`src/rtl/axi_r_arb.sv`:
```
// AXI R-channel arbiter: round-robin burst lock, one registered output stage.
// Grants hold until the granted source's last beat is taken.
module axi_r_arb #(
  parameter int N_SRC      = 4,
  parameter int DATA_WIDTH = 32,
  parameter int ID_WIDTH   = 4,
  parameter int USER_WIDTH = 1,
  localparam int GW = (N_SRC > 1) ? $clog2(N_SRC) : 1
) (
  input  logic                          aclk,
  input  logic                          areset,
  input  logic [N_SRC-1:0]              rvalid_in,
  output logic [N_SRC-1:0]              rready_in,
  input  logic [N_SRC*ID_WIDTH-1:0]     rid_in,
  input  logic [N_SRC*DATA_WIDTH-1:0]   rdata_in,
  input  logic [N_SRC*4-1:0]            rresp_in,
  input  logic [N_SRC-1:0]              rlast_in,
  input  logic [N_SRC*USER_WIDTH-1:0]   ruser_in,
  output logic                          rvalid,
  input  logic                          rready,
  output logic [ID_WIDTH-1:0]           rid,
  output logic [DATA_WIDTH-1:0]         rdata,
  output logic [3:0]                    rresp,
  output logic                          rlast,
  output logic [USER_WIDTH-1:0]         ruser,
  output logic [GW-1:0]                 grant_idx,
  output logic                          burst_active
);

  typedef enum logic {
    IDLE,
    LOCKED
  } state_t;

  state_t state, state_nx;

  logic [GW-1:0] rr_ptr, rr_ptr_nx;
  logic [GW-1:0] grant_nx;
  logic [GW-1:0] pick_hi, pick_lo, pick;
  logic          found_hi, found_lo;

  logic                  out_valid;
  logic                  can_load;
  logic                  accept;
  logic [ID_WIDTH-1:0]   g_id;
  logic [DATA_WIDTH-1:0] g_data;
  logic [3:0]            g_resp;
  logic                  g_last;
  logic [USER_WIDTH-1:0] g_user;

  // Lowest requester at/after rr_ptr wins, else lowest overall (wrap).
  always_comb begin
    pick_hi  = '0;
    pick_lo  = '0;
    found_hi = 1'b0;
    found_lo = 1'b0;
    for (int i = N_SRC - 1; i >= 0; i--) begin
      if (rvalid_in[i]) begin
        pick_lo  = GW'(i);
        found_lo = 1'b1;
        if (i >= int'(rr_ptr)) begin
          pick_hi  = GW'(i);
          found_hi = 1'b1;
        end
      end
    end
    pick = found_hi ? pick_hi : pick_lo;
  end

  always_comb begin
    g_id   = '0;
    g_data = '0;
    g_resp = '0;
    g_last = 1'b0;
    g_user = '0;
    for (int i = 0; i < N_SRC; i++) begin
      if (grant_idx == GW'(i)) begin
        g_id   = rid_in[i*ID_WIDTH +: ID_WIDTH];
        g_data = rdata_in[i*DATA_WIDTH +: DATA_WIDTH];
        g_resp = rresp_in[i*4 +: 4];
        g_last = rlast_in[i];
        g_user = ruser_in[i*USER_WIDTH +: USER_WIDTH];
      end
    end
  end

  assign can_load = !out_valid || rready;

  always_comb begin
    rready_in = '0;
    for (int i = 0; i < N_SRC; i++) begin
      rready_in[i] = (state == LOCKED)
                  && (grant_idx == GW'(i))
                  && can_load;
    end
  end

  assign accept = |(rvalid_in & rready_in);

  always_comb begin
    state_nx  = state;
    grant_nx  = grant_idx;
    rr_ptr_nx = rr_ptr;
    unique case (state)
      IDLE: begin
        if (found_lo) begin
          grant_nx = pick;
          state_nx = LOCKED;
        end
      end
      LOCKED: begin
        if (accept && g_last) begin
          state_nx  = IDLE;
          rr_ptr_nx = (grant_idx == GW'(N_SRC - 1))
                    ? '0 : grant_idx + GW'(1);
        end
      end
      default: state_nx = IDLE;
    endcase
  end

  always_ff @(posedge aclk) begin
    if (areset) begin
      state     <= IDLE;
      rr_ptr    <= '0;
      grant_idx <= '0;
      out_valid <= 1'b0;
    end else begin
      state     <= state_nx;
      rr_ptr    <= rr_ptr_nx;
      grant_idx <= grant_nx;
      if (accept)
        out_valid <= 1'b1;
      else if (rready)
        out_valid <= 1'b0;
    end
  end

  // Payload is don't-care while out_valid is low, so no reset.
  always_ff @(posedge aclk) begin
    if (accept) begin
      rid   <= g_id;
      rdata <= g_data;
      rresp <= g_resp;
      rlast <= g_last;
      ruser <= g_user;
    end
  end

  assign rvalid       = out_valid;
  assign burst_active = (state == LOCKED);

endmodule

```
`config.mk`:
```
export PLATFORM = sky130hd
export DESIGN_NAME = axi_r_arb
export DESIGN_NICKNAME = d
export VERILOG_FILES = /design/src/rtl/axi_r_arb.sv
export SDC_FILE = /design/constraint.sdc
export NUM_CORES = 1
export LEC_CHECK = 0
export BUFFER_PORTS_ARGS = -buffer_cell sky130_fd_sc_hd__buf_2
export CORE_MARGIN = 2
export CORE_UTILIZATION = 41
export DETAILED_ROUTE_END_ITERATION = 16
export PLACE_DENSITY_LB_ADDON = 0.3
export SETUP_SLACK_MARGIN = 0.5
export SKIP_CTS_REPAIR_TIMING = 1
export SLEW_MARGIN = 5
export SYNTH_ARGS = -nofsm -noshare
export SYNTH_HDL_FRONTEND = slang
export SYNTH_SLANG_ARGS = --single-unit
export TNS_END_PERCENT = 20
```
`constraint.sdc`:
```
create_clock -name aclk -period 2.23 [get_ports aclk]
set_input_delay 0.446 -clock aclk [delete_from_list [all_inputs] [get_ports aclk]]
set_output_delay 0.446 -clock aclk [all_outputs]
set_load 0.005 [all_outputs]
```
==> results.toml <==
[outcome]
outcome = "completed"

[route]
firstDrtPassIters = 4
drtIter0Drc = 221
avgViaCountPerCell = 5.38
drc = 0
routedWlPerCell_um = 17.1
vias = 3909
drtAntennaViolNets = 0
drt-total-wl_um = 12400

[floorplanning]
start_util_pct = 42.6
die_area_mm2 = 0.00833
io_pins = 225
fp.dieH_um = 91.3
die_w_um = 91.3
rows = 31
core_mm2 = 0.00733

[pwr]
p_sw_uw = 836
combPwrFrac_pct = 36.1
switching_share_pct = 29.9
pwr_density_cell_mw_per_mm2 = 552
p_leak_uw = 0.00222
pwr-share-clk_pct = 23.0
ir_worst_vdd_uv = 287
p_int_uw = 1960
power_frac_seq_pct = 40.9

[logic_synthesis]
dominantRegCellSynth = "edfxtp_1"
synth_cells = 380
synth_largest_area_cell = "edfxtp_1"
yosys-top-cells-count = "a21oi_1 (87), nand2_1 (84), edfxtp_1 (42), nand3b_1 (42), o21ai_1 (41)"
synth.avg_cell_area_um2 = 8.22
ys_seq_area_share_pct = 44.2
synthArstFlopShare_pct = 0
yosysMostFrequentCell = "a21oi_1"
synthesis.area_mm2 = 0.00312
synth_top_area_share_pct = 40.4
syn_nets = 559
synth_cell_types = 34
ys_seq_elements = 48
yosys_warnings = 0
synth_area_leaders = "edfxtp_1 (40%), a21oi_1 (14%), nand2_1 (10%)"
synth-edff-count = 42

[grt]
grt_pass1_wl_um = 15400
grt_antenna_before_repair = 0
grt-ovfl-total = 0
grt_max_degree = 89
grt_usage_pct = 23.0
grt_pass1_vias = 3297

[worst_setup_path]
path_cells = "inv_4 > ha_4 > buf_4 > a22o_1 > o211ai_4 > buf_12 > buf_8 > inv_8"
cp_num_buf_inv = 5
crit_arrival_ns = 1.95
worstPathRequired_ns = 2.30
cp-end-kind = "flop"
path_max_fanout = 11
slowest_delay_ns = 0.41
start_kind = "flop"
r2r-start = "grant_idx[1]$_SDFFE_PP0P_"
critPathLaunch = "grant_idx[1]$_SDFFE_PP0P_"
crit_type = "reg -> reg"
crit_family = "buffers and inverters"
crit_slowest_cell = "dfxtp_4"

[timing]
period_share_pct = 84.0
clock_skew_ns = 0.00939
fmax_mhz = 534
post-route-min-period_ns = 1.87
tns_ns = 0
final_max_slew_viol_count = 0
tightest_slew_ns = 0.391
final-hold-violation-count = 0
grt_setup_unrepaired = "yes"
setup-violations-final = 0
slew_headroom_pct = 73.9

[final_layout]
area_growth_pct = 62.5
antenna_cells = 0
post-route-util_pct = 69.2
final_nets = 805
n_fill_cell = 608
drive_gt1_share_pct = 47.8
final_area_mm2 = 0.00507

[placed_design]
io_buffers = 224
dpl_cell_area_mm2 = 0.00433
dp_hpwl_um = 7580
place_congestion = 0.868

[clock_tree]
cts.clk_slew.worst_paths_ns = 0.10
cts-root-buf = "clkbuf_8"
cts.sinks = 48
clockBufferDepth = 2
clock_latency_ns = 0.30
cts_buffers = 5
cts_tree = "done"
htree_levels = 2

[worst_hold_path]
min_from = "areset"
hp-class = "in -> reg"

[run]
drv_cap = 0
-- final timing paths --
check | cells past startpoint | slack [ns] | to
worst min register to register | 2 | 0.56 | rr_ptr[0]$_SDFFE_PP0P_
worst min-delay path | 2 | 0.39 | rr_ptr[0]$_SDFFE_PP0P_
worst max register to register | 8 | 0.36 | rdata[5]$_DFFE_PP_
worst max-delay path | 8 | 0.36 | rdata[5]$_DFFE_PP_
-- sequential cells by signal, summed over array words and instances, names as in the netlist --
register / flops
burst_active: 1
grant_idx: 2
rdata: 32
rid: 4
rlast: 1
rr_ptr: 2
rresp: 4
ruser: 1
rvalid: 1
-- worst reg2reg max path, delay by kind of cell (launching register included) --
| kind | cells | cell delay, ns |
|---|---|---|
| AO/OA/AOI/OAI | 2 | 0.52 |
| adder cells (fa/ha/maj) | 1 | 0.19 |
| buffers and inverters | 5 | 0.53 |
| flip-flops | 1 | 0.41 |
-- power groups by stage --
stage,logic [µW],registers (µW),clock network (µW)
final,1010,1140,645
after global routing,1100,1150,684
after CTS,799,1140,646
after detailed placement,796,1160,0
after global placement,778,1160,0
after floorplan,443,1170,0
-- cell families after synthesis --
kind of cell / count (synthesis) / share of synthesized area [%]
buffers and inverters: 37 / 5.21
AND/OR/NAND/NOR: 150 / 25.0
flip-flops: 48 / 44.2
adder cells (fa/ha/maj): 4 / 1.60
AO/OA/AOI/OAI: 141 / 24.0
-- placed cells by master (no fill, tap or decap), drive strengths merged --
cell	n
dfxtp	6
a21oi	87
a221oi	1
o21a	1
o211ai	1
o22ai	1
bufinv	1
o31ai	2
nor2b	3
clkinvlp	1
buf	261
edfxtp	42
nand3	1
clkinv	3
nand2b	2
o2111ai	1
o21bai	1
a311oi	1
inv	5
clkbuf	13
nor3	1
a22o	2
and3	6
nor4	1
nand3b	42
nand2	84
ha	4
nand4	3
o21ai	43
nor2	6
or3b	1
-- through the flow --
step | hold WS (ns) | power, µW | std cells | worst slack, ns
2_1_floorplan | 0.454 | 1610 | 380 | 0.531
3_3_place_gp | 0.511 | 1940 | 677 | 0.468
3_5_place_dp | 0.527 | 1960 | 677 | 0.363
4_1_cts | 0.379 | 2590 | 685 | 0.0472
5_1_grt | 0.391 | 2940 | 726 | 0.301
6_report | 0.387 | 2800 | 726 | 0.357
-- cell type report --
cell class / count / area, µm² / area share (%)
repair inverters: 3 / 36.3 / 0.715
repair buffers: 269 / 1720 / 33.8
flip-flops and latches: 48 / 1390 / 27.4
well taps: 99 / 124 / 2.44
clock inverters: 3 / 42.5 / 0.838
clock buffers: 5 / 68.8 / 1.36
inverters: 4 / 32.5 / 0.641
multi-input cells: 295 / 1660 / 32.8
-- layer usage --
metal  part of all wire (%)  vias to the layer above  wire, µm  track usage, %
li1                       -                     1866         -               -
met1                     40                     1816      5020            28.3
met2                     50                      198      6240            40.2
met3                    6.5                       29       806            4.07
met4                    2.8                        0       348            8.71
met5                      0                        -         0               0
Note: power is estimated with default switching activity, not from simulation.
